===== config.mk =====
export PLATFORM = sky130hd
export DESIGN_NAME = anton_neopixel_stream_sequencer
export DESIGN_NICKNAME = d
export VERILOG_FILES = /design/src/rtl/anton_neopixel_pkg.sv /design/src/rtl/anton_neopixel_addr_map.sv /design/src/rtl/anton_neopixel_stream_sequencer.sv
export SDC_FILE = /design/constraint.sdc
export NUM_CORES = 1
export LEC_CHECK = 0
export ABC_AREA = 0
export ABC_CLOCK_PERIOD_IN_PS = 4600
export BUFFER_PORTS_ARGS = -buffer_cell sky130_fd_sc_hd__clkbuf_2
export CAP_MARGIN = 40
export CORE_MARGIN = 2
export CORE_UTILIZATION = 45
export CTS_CLUSTER_SIZE = 14
export DETAILED_ROUTE_END_ITERATION = 6
export PLACE_DENSITY = 0.72
export RECOVER_POWER = 25
export SYNTH_ARGS = -nofsm -noshare
export SYNTH_HDL_FRONTEND = slang
export SYNTH_SLANG_ARGS = --single-unit

===== constraint.sdc =====
create_clock -name clk6_4mhz -period 4.6 [get_ports clk6_4mhz]
set_input_delay 0.69 -clock clk6_4mhz [delete_from_list [all_inputs] [get_ports clk6_4mhz]]
set_output_delay 0.69 -clock clk6_4mhz [all_outputs]
set_load 0.03 [all_outputs]

===== src/rtl/anton_neopixel_pkg.sv =====
// rtl/anton_neopixel_pkg.sv - shared state encoding, defaults and helpers for the NeoPixel sequencer
package anton_neopixel_pkg;

    localparam logic [1:0] ST_IDLE     = 2'd0;
    localparam logic [1:0] ST_TRANSMIT = 2'd1;
    localparam logic [1:0] ST_LATCH    = 2'd2;
    localparam logic [1:0] ST_HALT     = 2'd3;

    localparam int CHANNELS_DEFAULT    = 3;
    localparam int PATTERN_LEN_DEFAULT = 8;
    // 50 us latch gap at 6.4 MHz
    localparam int RESET_DELAY_DEFAULT = 320;

    function automatic int CLOG2(input int value);
        int result = 0;
        for (int i = 0; i < 31; i++) begin
            if ((1 << i) < value) result = i + 1;
        end
        return result;
    endfunction

endpackage


===== src/rtl/anton_neopixel_addr_map.sv =====
// rtl/anton_neopixel_addr_map.sv - wire-order remap and buffer byte-address generation
module anton_neopixel_addr_map
    import anton_neopixel_pkg::*;
#(
    parameter int CHANNELS  = CHANNELS_DEFAULT,
    parameter int ADDR_BITS = 8
) (
    input  logic [ADDR_BITS-1:0] pixelIx,
    input  logic [1:0]           channelIx,
    input  logic [7:0]           regOrder,
    input  logic                 regCtrl32bit,
    output logic [ADDR_BITS-1:0] bufAddr
);

    localparam logic [1:0]           MC_MAX = 2'(CHANNELS - 1);
    localparam logic [ADDR_BITS-1:0] CH_MUL = ADDR_BITS'(CHANNELS);

    logic [1:0] mc;
    logic [1:0] mcPacked;

    always_comb begin
        mc = regOrder[1:0];
        case (channelIx)
            2'd0:    mc = regOrder[1:0];
            2'd1:    mc = regOrder[3:2];
            2'd2:    mc = regOrder[5:4];
            default: mc = regOrder[7:6];
        endcase
    end

    // A packed pixel has no byte beyond CHANNELS-1, so out-of-range slots read the last channel
    assign mcPacked = (mc > MC_MAX) ? MC_MAX : mc;

    assign bufAddr = regCtrl32bit ? {pixelIx[ADDR_BITS-3:0], mc}
                                  : pixelIx * CH_MUL + ADDR_BITS'(mcPacked);

endmodule


===== src/rtl/anton_neopixel_stream_sequencer.sv =====
// rtl/anton_neopixel_stream_sequencer.sv - frame FSM and bit/channel/pixel counter chain
module anton_neopixel_stream_sequencer
    import anton_neopixel_pkg::*;
#(
    parameter int CHANNELS    = CHANNELS_DEFAULT,
    parameter int PIXELS_MAX  = 64,
    parameter int ADDR_BITS   = CLOG2(PIXELS_MAX * 4),
    parameter int PATTERN_LEN = PATTERN_LEN_DEFAULT,
    parameter int RESET_DELAY = RESET_DELAY_DEFAULT
) (
    input  logic                 clk6_4mhz,
    input  logic                 rstn,
    input  logic                 regCtrlInit,
    input  logic                 regCtrlRun,
    input  logic                 regCtrlLoop,
    input  logic                 regCtrlLimit,
    input  logic                 regCtrl32bit,
    input  logic [12:0]          regMax,
    input  logic [7:0]           regOrder,
    input  logic                 initSlow,
    output logic                 initSlowDone,
    output logic [3:0]           bitPatternIx,
    output logic [2:0]           pixelBitIx,
    output logic [1:0]           channelIx,
    output logic [ADDR_BITS-1:0] pixelIx,
    output logic [ADDR_BITS-1:0] bufAddr,
    output logic [1:0]           state,
    output logic                 streamOutput,
    output logic                 streamReset,
    output logic                 streamBitOf,
    output logic                 streamPixelOf,
    output logic                 frameDone
);

    localparam int                    LATCH_BITS = CLOG2(RESET_DELAY + 1);
    localparam logic [3:0]            PAT_LAST   = 4'(PATTERN_LEN - 1);
    localparam logic [1:0]            CH_LAST    = 2'(CHANNELS - 1);
    localparam logic [12:0]           PIX_LAST   = 13'(PIXELS_MAX - 1);
    localparam logic [LATCH_BITS-1:0] LATCH_LAST = LATCH_BITS'(RESET_DELAY - 1);

    logic [LATCH_BITS-1:0] latchCnt;
    logic                  initSlowPend;
    logic                  stopReq;
    logic                  patWrap;
    logic                  bitWrap;
    logic                  chWrap;
    logic                  isLast;
    logic                  latchEnd;
    logic [12:0]           lastIx;
    logic [12:0]           pixelIxWide;

    assign stopReq     = regCtrlInit || !regCtrlRun;
    assign lastIx      = !regCtrlLimit ? PIX_LAST : ((regMax < PIX_LAST) ? regMax : PIX_LAST);
    assign pixelIxWide = 13'(pixelIx);
    // >= rather than == so a regMax lowered below the current pixel still ends the frame
    assign isLast      = pixelIxWide >= lastIx;

    assign patWrap  = (state == ST_TRANSMIT) && (bitPatternIx == PAT_LAST);
    assign bitWrap  = patWrap && (pixelBitIx == 3'd0);
    assign chWrap   = bitWrap && (channelIx == CH_LAST);
    assign latchEnd = (state == ST_LATCH) && (latchCnt == LATCH_LAST);

    assign streamOutput  = state == ST_TRANSMIT;
    assign streamReset   = state == ST_LATCH;
    assign streamBitOf   = patWrap;
    assign streamPixelOf = chWrap && isLast;
    assign frameDone     = latchEnd && !stopReq;

    always_ff @(posedge clk6_4mhz or negedge rstn) begin
        if (!rstn) begin
            state    <= ST_IDLE;
            latchCnt <= '0;
        end else if (stopReq) begin
            state    <= ST_IDLE;
            latchCnt <= '0;
        end else begin
            case (state)
                ST_IDLE: state <= ST_TRANSMIT;
                ST_TRANSMIT: begin
                    if (streamPixelOf) state <= ST_LATCH;
                end
                ST_LATCH: begin
                    if (latchEnd) begin
                        state    <= regCtrlLoop ? ST_TRANSMIT : ST_HALT;
                        latchCnt <= '0;
                    end else begin
                        latchCnt <= latchCnt + LATCH_BITS'(1);
                    end
                end
                default: ;
            endcase
        end
    end

    always_ff @(posedge clk6_4mhz or negedge rstn) begin
        if (!rstn) begin
            bitPatternIx <= '0;
            pixelBitIx   <= '0;
            channelIx    <= '0;
            pixelIx      <= '0;
        end else if (stopReq || initSlow) begin
            bitPatternIx <= '0;
            pixelBitIx   <= '0;
            channelIx    <= '0;
            pixelIx      <= '0;
        end else if (state == ST_IDLE) begin
            // Leaving IDLE: the first data bit on the wire is the MSB
            bitPatternIx <= '0;
            pixelBitIx   <= 3'd7;
            channelIx    <= '0;
            pixelIx      <= '0;
        end else if (state == ST_TRANSMIT) begin
            bitPatternIx <= patWrap ? 4'd0 : bitPatternIx + 4'd1;
            if (patWrap) pixelBitIx <= pixelBitIx - 3'd1;
            if (bitWrap) channelIx <= chWrap ? 2'd0 : channelIx + 2'd1;
            if (chWrap) pixelIx <= isLast ? '0 : pixelIx + ADDR_BITS'(1);
        end
    end

    always_ff @(posedge clk6_4mhz or negedge rstn) begin
        if (!rstn) begin
            initSlowPend <= 1'b0;
            initSlowDone <= 1'b0;
        end else begin
            initSlowPend <= initSlow;
            initSlowDone <= initSlowPend;
        end
    end

    anton_neopixel_addr_map #(
        .CHANNELS  (CHANNELS),
        .ADDR_BITS (ADDR_BITS)
    ) u_addr_map (
        .pixelIx      (pixelIx),
        .channelIx    (channelIx),
        .regOrder     (regOrder),
        .regCtrl32bit (regCtrl32bit),
        .bufAddr      (bufAddr)
    );

endmodule


==> results.sh, run 1 <==
export IMPL_r2r_end="pixelIx[4]"
export IMPL_synth_simple_area_share_pct=24.35
export IMPL_drive_gt1_share_pct=23.42
export IMPL_num_fill_cells=475
export IMPL_min_period_ps=4010
export IMPL_cts_htree_levels=2
export IMPL_dp_slack_ps=723.8
export IMPL_cts_tree="yes"
export IMPL_grt_pass1_wl_um=9108
export IMPL_yosysWarnings=0
export IMPL_cts_setup_buffers=0
export IMPL_core_area_um2=5075
export IMPL_syn_inst=269
export IMPL_cts_hold_buffers_added=0
export IMPL_critPathCaptureType="output port"
export IMPL_cts_sinks=30
export IMPL_syn_to_final_growth_pct=20.38
export IMPL_clockBufferDepth=2
export IMPL_via_per_inst=5.273
export IMPL_min_to="initSlowDone"
export IMPL_muxShareOfSynthArea_pct=6.353
export IMPL_diodes=0
export IMPL_grt_remaining_overflow=0
export IMPL_leakage_nw=1.449
export IMPL_synthAdderAreaFrac_pct=16.52
export IMPL_dp_hpwl_um=3897
export IMPL_powerDensity_nw_per_um2=209.7
export IMPL_rows=26
export IMPL_max_freq_mhz=249.4
export IMPL_cts_root_buf="clkbuf_8"
export IMPL_post_route_period_util_pct=87.18
export IMPL_wirelength_um=5187
export IMPL_syn_area_per_cell_um2=8.786
export IMPL_setup_slack_ps=589.9
export IMPL_hold_depth=0
export IMPL_vias=2125
export IMPL_yosysSeqAreaShare_pct=31.76
export IMPL_violations="capacitance limit, slew limit"
export IMPL_ys_ff_latch=30
export IMPL_drv_cap=1
export IMPL_cts_resized_gates=0
export IMPL_drv_slew=31
export IMPL_grt_use_total_pct=18.77
export IMPL_relSlewSlack_pct=-7.641
export IMPL_critical_path_max_fanout=7
export IMPL_crit_type="flip-flop to output port"
export IMPL_port_buffers=61
export IMPL_outcome="finished, violations left"
export IMPL_cts_buffers=5
export IMPL_rr_worst_depth=7
export IMPL_r2r_start="pixelIx[0]"
export IMPL_r2r_slack_ps=2090
export IMPL_io_pins=62
export IMPL_die_x_um=76.47
export IMPL_drt_drc_violations_left=0
export IMPL_async_reset_ff_share_pct=100.0
export IMPL_hold_start="initSlowPend"
export IMPL_crit_path_start_kind="flip-flop"
export IMPL_synth_compound_area_share_pct=13.39
export IMPL_setup_violations_final=0
export IMPL_start_util_pct=46.57
export IMPL_worst_pin_slew_ps=1615
export IMPL_antenna_left=0
export IMPL_finalSetupTns_ps=0
export IMPL_insertion_delay_ps=290
export IMPL_hold_path_class="flip-flop to flip-flop"
export IMPL_layout_nets=391
export IMPL_crit_arrival_ps=3320
export IMPL_fp_dieH_um=76.47
export IMPL_gp_congestion=0.8182
export IMPL_yosys_area_share_xor_xnor_pct=4.076
export IMPL_synth_edf_count=0
export IMPL_dr_pass1_iters=4
export IMPL_fin_worst_skew_ps=7.901
export IMPL_synth_top_family_by_area="simple AND/OR/NAND/NOR gates"
export IMPL_antenna_found_initial=0
export IMPL_drt_initial_drc_count=49
export IMPL_peakVddDrop_v=0.0001576
export IMPL_avgRoutedWirePerCell_um=12.87
export IMPL_grt_max_degree=31
export IMPL_netlist_area_um2=2364
export IMPL_grt_pass1_vias=2023
export IMPL_yosysUniqueCellTypes=48
export IMPL_ys_flop_type="dfrtp_1"
export IMPL_required_ps=3910
export IMPL_die_area_um2=5848
export IMPL_cts_clk_slew_worst_paths_ps=60
export IMPL_finalHoldViolations=0
export IMPL_rsz0062_at_grt="false"
## metrics by stage
step	instances	total power [mW]	utilization, %	hold slack, ps	area (um2)
2_1_floorplan	270	0.3128	-	331.2	2367
3_3_place_gp	394	0.3390	53.92	342.2	2736
3_5_place_dp	395	0.3401	54.02	334.7	2741
4_1_cts	403	0.6012	56.11	348.9	2848
5_1_grt	403	0.6193	56.07	369.1	2845
6_report	403	0.5966	56.07	347.4	2845
## logic make-up (layout without fill, tap and decap cells)
group | after synthesis | in the layout
muxes | 12 | 12
other | 1 | 2
DFF | 30 | 30
adders and majority gates | 30 | 30
AOI/OAI and AO/OA | 52 | 52
xor gates and xnor gates | 11 | 11
and+or+nand+nor | 112 | 112
buffers and inverters | 21 | 84
## per-layer routing
metal	vias up	routed length, um	GRT usage (%)
met5	-	0	0
met4	0	55	6.000
met3	7	229	4.265
met2	47	2377	30.09
met1	976	2524	25.21
li1	1095	-	-
## layout by cell type (no fill, tap or decap), types with 5 or more instances in the layout
cell,count
a21oi_1,13
nand2_1,27
o21ai_0,17
nand3_1,10
mux2i_1,6
xor2_1,6
clkbuf_2,59
nor3_1,6
clkbuf_8,5
and3_1,6
ha_1,28
xnor2_1,5
dfrtp_1,30
nor2b_1,6
nor2_1,27
inv_1,12
nor4_1,5
## critical path, cell delays in order, from the launching register on
cell      delay, ps
dfrtp_1         460
mux4_2          390
inv_1            50
fa_1            470
inv_1            40
ha_1            210
fa_1            430
a211oi_1        230
o21bai_1        100
a21oi_1         190
xnor2_1          90
o21ai_0         150
clkbuf_2        230
## power breakdown
group / switching, mW / total, mW / leakage, nW / internal [mW]
clock network: 0.0999 / 0.262 / 0.0524 / 0.162
logic: 0.0408 / 0.0652 / 0.984 / 0.0244
registers: 0.00262 / 0.270 / 0.412 / 0.267
total: 0.143 / 0.597 / 1.45 / 0.453
## registers in the layout, indices dropped and copies added (netlist names)
signal        flops
latchCnt          9
channelIx         2
initSlowPend      1
state             2
bitPatternIx      4
initSlowDone      1
pixelBitIx        3
pixelIx           8
## Yosys cell counts (2+ instances only)
cell type	number	area (um2)
nor3_1	6	30.03
nand3_1	10	50.05
o31ai_1	3	22.52
ha_1	28	350.3
nand4_1	4	25.02
a31oi_1	4	25.02
nor4b_1	2	17.52
nor2b_1	6	37.54
dfrtp_1	30	750.7
a21oi_1	13	65.06
a21o_1	3	22.52
mux2_2	4	45.04
clkbuf_1	7	26.28
o21ai_1	2	10.01
nor3b_1	2	15.01
o21ai_0	17	85.08
nand2b_1	4	25.02
mux2i_1	6	60.06
nand2_1	27	101.4
xor2_1	6	52.55
and3_1	6	37.54
nand4b_1	2	17.52
or4_1	2	15.01
fa_1	2	40.04
inv_1	12	45.04
mux4_2	2	45.04
a211oi_1	2	15.01
nor2_1	27	101.4
xnor2_1	5	43.79
or3_1	2	12.51
nor4_1	5	31.28
or2_2	2	12.51
## cell type report
type | count | area (um2) | share of cell area [%]
flip-flops and latches | 30 | 750.7 | 26.39
well taps | 70 | 87.58 | 3.078
clock buffers | 7 | 76.32 | 2.682
multi-input cells | 219 | 1536 | 54.00
repair buffers | 63 | 315.3 | 11.08
clock inverters | 1 | 30.03 | 1.055
inverters | 13 | 48.80 | 1.715
## how the worst max path moves through the flow
stage	startpoint	to	slack [ps]	depth (start not counted)
after floorplan	channelIx[0]	bufAddr[7]	560	11
after global placement	regOrder[3]	bufAddr[7]	740	13
after detailed placement	regOrder[3]	bufAddr[7]	720	13
after CTS	channelIx[0]	bufAddr[7]	560	12
after global routing	channelIx[0]	bufAddr[7]	340	12
final	channelIx[0]	bufAddr[7]	590	12
Power figures use the tool's default switching activity.
==> run 2, diff against run 1 <==
--- a/config.mk
+++ b/config.mk
@@ -10,10 +10,10 @@
 export BUFFER_PORTS_ARGS = -buffer_cell sky130_fd_sc_hd__clkbuf_2
 export CAP_MARGIN = 40
 export CORE_MARGIN = 2
-export CORE_UTILIZATION = 45
+export CORE_UTILIZATION = 54
 export CTS_CLUSTER_SIZE = 14
 export DETAILED_ROUTE_END_ITERATION = 6
-export PLACE_DENSITY = 0.72
+export PLACE_DENSITY = 0.83
 export RECOVER_POWER = 25
 export SYNTH_ARGS = -nofsm -noshare
 export SYNTH_HDL_FRONTEND = slang
==> run 2 against run 1 <==
Compared with the run above: largest power group unchanged; total power shrank 7.5%; hold slack improved by 1.7 ps; core utilization increased by 9.3 points; sequential power hardly changed; critical endpoint unchanged; flip-flop and latch count unchanged; count of clock-buffer cells in the layout is the same; clock skew increased by 0.53 ps; the flow still finishes with violations (capacitance limit, slew limit); combinational power grew 1%; fmax barely moved; critical path depth did not move.
==> results.sh, run 2 (same netlist as run 1, synthesis figures left out) <==
export IMPL_outcome="finished, violations left"
export IMPL_violations="capacitance limit, slew limit"
export IMPL_die_x_um=70.16
export IMPL_antenna_left=0
export IMPL_crit_arrival_ps=3320
export IMPL_cts_buffers=5
export IMPL_via_per_inst=5.688
export IMPL_drv_slew=31
export IMPL_syn_to_final_growth_pct=18.79
export IMPL_start_util_pct=55.04
export IMPL_total_power_mw=0.5517
export IMPL_relSlewSlack_pct=-6.123
export IMPL_cts_hold_buffers_added=0
export IMPL_insertion_delay_ps=290
export IMPL_powerDensity_nw_per_um2=196.5
export IMPL_diodes=0
export IMPL_cts_tree="yes"
export IMPL_cp_buffers_inverters=3
export IMPL_p_clk_share_pct=39.2
export IMPL_wirelength_um=5392
export IMPL_switching_share_pct=25.33
export IMPL_critPathCaptureType="output port"
export IMPL_avgRoutedWirePerCell_um=14.01
export IMPL_finalHoldViolations=0
export IMPL_cts_resized_gates=0
export IMPL_met1_usage_pct=29.88
export IMPL_crit_path_start_kind="flip-flop"
export IMPL_fin_cells=385
export IMPL_drt_drc_violations_left=0
export IMPL_clockBufferDepth=2
export IMPL_cp_startpoint="channelIx[0]"
export IMPL_path_cells="mux4_2 -> inv_1 -> fa_1 -> inv_1 -> ha_1 -> fa_1 -> a211oi_1 -> o21bai_1 -> a21oi_1 -> xnor2_1 -> o21ai_0 -> clkbuf_2"
export IMPL_r2r_end="pixelIx[4]"
export IMPL_cpLargestDelayFamily="adder cells"
export IMPL_place_inst=377
export IMPL_cts_root_buf="clkbuf_8"
export IMPL_num_fill_cells=367
export IMPL_use_met3_pct=4.906
export IMPL_critical_path_slowest_cell="fa_1"
export IMPL_antenna_found_initial=0
export IMPL_top_register="latchCnt"
export IMPL_rows=24
export IMPL_min_period_ps=4011
export IMPL_max_freq_mhz=249.3
export IMPL_peakVddDrop_v=0.0002229
export IMPL_grt_remaining_overflow=0
export IMPL_fp_dieH_um=70.16
export IMPL_p_int_mw=0.4120
export IMPL_mostFrequentLayoutCell="clkbuf_2"
export IMPL_cts_clk_slew_worst_paths_ps=60
export IMPL_setup_violations_final=0
export IMPL_final_cell_mix="59 x clkbuf_2, 30 x dfrtp_1, 28 x ha_1"
export IMPL_grtUsageMet2_pct=39.26
export IMPL_post_route_period_util_pct=87.20
export IMPL_power_frac_comb_pct=11.9
export IMPL_setup_slack_ps=588.6
export IMPL_drt_initial_drc_count=109
export IMPL_hold_path_class="flip-flop to flip-flop"
export IMPL_dp_slack_ps=704.0
export IMPL_port_buffers=61
export IMPL_dp_hpwl_um=4136
export IMPL_worst_pin_slew_ps=1592
export IMPL_rr_worst_depth=7
export IMPL_gp_congestion=0.8313
export IMPL_layout_nets=391
export IMPL_core_area_um2=4294
export IMPL_max_stage_delay_ps=470
export IMPL_io_pins=62
export IMPL_die_area_um2=4922
export IMPL_cts_sinks=30
export IMPL_leakage_nw=1.445
export IMPL_fin_worst_skew_ps=8.432
export IMPL_crit_type="flip-flop to output port"
export IMPL_biggestRegsByFlops="latchCnt: 9 flops, pixelIx: 8 flops, bitPatternIx: 4 flops"
export IMPL_drive_gt1_share_pct=23.72
export IMPL_crit_cells=12
export IMPL_grt_max_degree=31
export IMPL_vias=2190
export IMPL_grt_use_total_pct=23.08
export IMPL_p_switching_mw=0.1398
export IMPL_finalSetupTns_ps=0
export IMPL_critical_path_max_fanout=7
export IMPL_r2r_start="pixelIx[0]"
export IMPL_largest_reg_flops=9
export IMPL_r2r_slack_ps=1960
export IMPL_crit_end="bufAddr[7]"
export IMPL_required_ps=3910
export IMPL_cts_setup_buffers=0
export IMPL_seq_power_share_pct=48.9
export IMPL_rsz0062_at_grt="false"
export IMPL_cts_htree_levels=2
export IMPL_drv_cap=1
export IMPL_grt_pass1_wl_um=9204
export IMPL_dr_pass1_iters=4
export IMPL_grt_pass1_vias=2061
export IMPL_gr_max_usage_layer="met2"
[run 2: final cells by class]
type | count | area (um2) | area share [%]
sequential | 30 | 750.7 | 26.74
multi-input combinational | 219 | 1536 | 54.72
inverter | 13 | 48.80 | 1.738
clock inverter | 1 | 5.005 | 0.1783
clock buffer | 7 | 86.33 | 3.075
timing repair buffer | 63 | 315.3 | 11.23
tap | 52 | 65.06 | 2.317
[run 2: power by group through the flow]
stage / logic [mW] / clock network [mW] / registers, mW
floorplan: 0.0336 / 0 / 0.279
global placement: 0.0640 / 0 / 0.274
detailed placement: 0.0662 / 0 / 0.274
CTS: 0.0666 / 0.222 / 0.270
global route: 0.0725 / 0.236 / 0.270
finish: 0.0659 / 0.216 / 0.270
[run 2: worst min-delay path by stage]
stage	start	to	slack, ps	depth (start not counted)
final	initSlowPend	initSlowDone	350	0
after global routing	initSlowPend	initSlowDone	350	0
after CTS	initSlowPend	initSlowDone	350	0
after detailed placement	initSlowPend	initSlowDone	340	0
after global placement	initSlowPend	initSlowDone	330	0
after floorplan	initSlowPend	initSlowDone	330	0
[run 2: stage by stage]
step / hold slack [ps] / cell area (um2) / utilization [%]
floorplan: 331.2 / 2367 / -
global placement: 333.8 / 2714 / 63.20
detailed placement: 335.5 / 2719 / 63.32
CTS: 351.0 / 2810 / 65.44
global route: 353.9 / 2808 / 65.38
finish: 349.1 / 2808 / 65.38
[run 2: per-layer routing]
layer | part of all wire, % | vias up | wire [um]
li1 | - | 1093 | -
met1 | 44 | 1017 | 2395
met2 | 50 | 74 | 2683
met3 | 4.9 | 6 | 262
met4 | 0.95 | 0 | 51
met5 | 0 | - | 0
==> run 3, diff against run 2 <==
--- a/config.mk
+++ b/config.mk
@@ -6,14 +6,14 @@
 export NUM_CORES = 1
 export LEC_CHECK = 0
 export ABC_AREA = 0
-export ABC_CLOCK_PERIOD_IN_PS = 4600
+export ABC_CLOCK_PERIOD_IN_PS = 3600
 export BUFFER_PORTS_ARGS = -buffer_cell sky130_fd_sc_hd__clkbuf_2
 export CAP_MARGIN = 40
 export CORE_MARGIN = 2
-export CORE_UTILIZATION = 54
+export CORE_UTILIZATION = 48
 export CTS_CLUSTER_SIZE = 14
 export DETAILED_ROUTE_END_ITERATION = 6
-export PLACE_DENSITY = 0.83
+export PLACE_DENSITY = 0.79
 export RECOVER_POWER = 25
 export SYNTH_ARGS = -nofsm -noshare
 export SYNTH_HDL_FRONTEND = slang
==> constraint.sdc (replaced) <==
create_clock -name clk6_4mhz -period 3.6 [get_ports clk6_4mhz]
set_input_delay 0.54 -clock clk6_4mhz [delete_from_list [all_inputs] [get_ports clk6_4mhz]]
set_output_delay 0.54 -clock clk6_4mhz [all_outputs]
set_load 0.03 [all_outputs]
==> run 3 against run 2 <==
Compared with the run above: the flow still finishes with violations (capacitance limit, slew limit); hold slack improved by 19 ps; cell area grew 4.1%; register-to-register slack got worse by 710 ps; global-route usage shrank 2.2 points; routed wire length shrank 0.50%; critical path depth decreased by 1; sequential power is 27% higher; cell count is 6.0% higher; critical path type unchanged; critical endpoint is now bufAddr[6]; largest cell class unchanged.
==> results.sh, run 3 (same netlist as run 1, synthesis figures left out) <==
export IMPL_outcome="finished, violations left"
export IMPL_violations="capacitance limit, slew limit"
export IMPL_syn_to_final_growth_pct=23.72
export IMPL_crit_path_start_kind="flip-flop"
export IMPL_via_per_inst=5.446
export IMPL_gp_congestion=0.8451
export IMPL_cts_hold_buffers_added=0
export IMPL_hold_path_class="flip-flop to flip-flop"
export IMPL_grt_remaining_overflow=0
export IMPL_fp_dieH_um=74.17
export IMPL_drv_cap=1
export IMPL_leakage_nw=1.496
export IMPL_worst_pin_slew_ps=1616
export IMPL_path_cells="mux4_2 -> inv_2 -> fa_1 -> inv_1 -> ha_2 -> a21o_1 -> a21o_1 -> a21oi_2 -> or4b_1 -> nand3_2 -> buf_8"
export IMPL_diodes=0
export IMPL_drv_slew=31
export IMPL_vias=2222
export IMPL_powerDensity_nw_per_um2=242.3
export IMPL_grt_max_degree=31
export IMPL_max_stage_delay_ps=550
export IMPL_start_util_pct=50.04
export IMPL_relSlewSlack_pct=-7.747
export IMPL_wirelength_um=5365
export IMPL_power_frac_comb_pct=11.8
export IMPL_seq_power_share_pct=48.6
export IMPL_r2r_slack_ps=1250
export IMPL_multi_input_comb_area_um2=1559
export IMPL_setup_slack_ps=3.414
export IMPL_final_cell_mix="56 x clkbuf_2, 30 x dfrtp_1, 27 x nand2_1, 27 x nor2_1, 27 x ha_1"
export IMPL_insertion_delay_ps=290
export IMPL_drt_initial_drc_count=122
export IMPL_cts_sinks=30
export IMPL_p_clk_share_pct=39.6
export IMPL_ff_latch_area_um2=750.7
export IMPL_critical_path_max_fanout=3
export IMPL_drive_gt1_share_pct=27.57
export IMPL_io_pins=62
export IMPL_mostFrequentLayoutCell="clkbuf_2"
export IMPL_crit_type="flip-flop to output port"
export IMPL_cts_root_buf="clkbuf_8"
export IMPL_fin_worst_skew_ps=5.580
export IMPL_largest_reg_flops=9
export IMPL_biggestRegsByFlops="latchCnt: 9 flops, pixelIx: 8 flops, bitPatternIx: 4 flops"
export IMPL_peakVddDrop_v=0.0001839
export IMPL_rows=25
export IMPL_switching_share_pct=25.71
export IMPL_critPathCaptureType="output port"
export IMPL_avgRoutedWirePerCell_um=13.15
export IMPL_p_int_mw=0.5264
export IMPL_cts_tree="yes"
export IMPL_setup_violations_final=0
export IMPL_grt_pass1_wl_um=8901
export IMPL_cts_clk_slew_worst_paths_ps=60
export IMPL_dr_pass1_iters=4
export IMPL_grt_use_total_pct=20.91
export IMPL_min_period_ps=3597
export IMPL_cts_htree_levels=2
export IMPL_holdWs_ps=368.1
export IMPL_die_area_um2=5501
export IMPL_path_common_cell="a21o_1"
export IMPL_dp_slack_ps=40.68
export IMPL_dp_hpwl_um=3988
export IMPL_layout_nets=399
export IMPL_die_x_um=74.17
export IMPL_drt_drc_violations_left=0
export IMPL_cts_buffers=5
export IMPL_antenna_found_initial=0
export IMPL_p_switching_mw=0.1821
export IMPL_antenna_left=0
export IMPL_post_route_period_util_pct=99.91
export IMPL_required_ps=3060
export IMPL_num_fill_cells=408
export IMPL_port_buffers=61
export IMPL_finalHoldViolations=0
export IMPL_top_register="latchCnt"
export IMPL_max_freq_mhz=278.0
export IMPL_critical_path_slowest_cell="mux4_2"
export IMPL_utilization_pct=61.91
export IMPL_core_area_um2=4723
export IMPL_rsz0062_at_grt="true"
export IMPL_finalSetupTns_ps=0
export IMPL_clockBufferDepth=2
export IMPL_grt_pass1_vias=2026
export IMPL_crit_arrival_ps=3060
[run 3: cell count changes in the layout (fill, tap and decap cells not counted), sizes merged]
cell / previous run / this run
clkbuf: 68 / 65
buf: 2 / 13
[run 3: area by class of cell]
| class | instances | share of cell area [%] |
|---|---|---|
| multi-input cells | 219 | 53.32 |
| flip-flops and latches | 30 | 25.67 |
| repair buffers | 71 | 13.35 |
| clock buffers | 7 | 2.953 |
| well taps | 67 | 2.867 |
| inverters | 13 | 1.669 |
| clock inverters | 1 | 0.1712 |
[run 3: path summary, 6_finish.rpt]
check,start,end,cells past startpoint
worst max-delay path,channelIx[0],bufAddr[6],11
max in group asynchronous,rstn,initSlowDone,1
worst min-delay path,initSlowPend,initSlowDone,0
min in group asynchronous,rstn,latchCnt[5],1
worst max register to register,state[1],pixelIx[5],7
worst min register to register,initSlowPend,initSlowDone,0
[run 3: what timing repair did]
item / in CTS / in global routing
setup buffers: 2 / 2
pin swaps: 8 / 6
endpoints found under the setup margin: 3 / 3
gates resized for setup: 9 / 5
[run 3: routing by layer]
layer	global-route usage, %	share of wire, %
met1	26.59	46
met2	36.01	49
met3	3.659	4.2
met4	7.071	1.4
met5	0	0
[run 3: stage by stage]
stage,instances,total power [mW],area (um2)
floorplan,270,0.3998,2367
detailed placement,396,0.4350,2768
global placement,395,0.4326,2763
finish,408,0.7085,2924
global route,408,0.7356,2924
CTS,406,0.7133,2902
[run 3: worst max-delay path, delay by kind of cell, from the launching register on]
kind / cells / cell delay (ps)
AND/OR/NAND/NOR: 2 / 610
AO/OA/AOI/OAI: 3 / 350
flip-flops: 1 / 390
multiplexers: 1 / 550
adder cells (fa/ha/maj): 2 / 600
buffers and inverters: 3 / 260
[run 3: power by group through the flow]
stage	sequential [mW]	combinational, mW	clock (mW)
finish	0.344	0.0836	0.280
global route	0.345	0.0934	0.297
CTS	0.345	0.0846	0.284
detailed placement	0.351	0.0843	0
global placement	0.351	0.0819	0
floorplan	0.357	0.0430	0
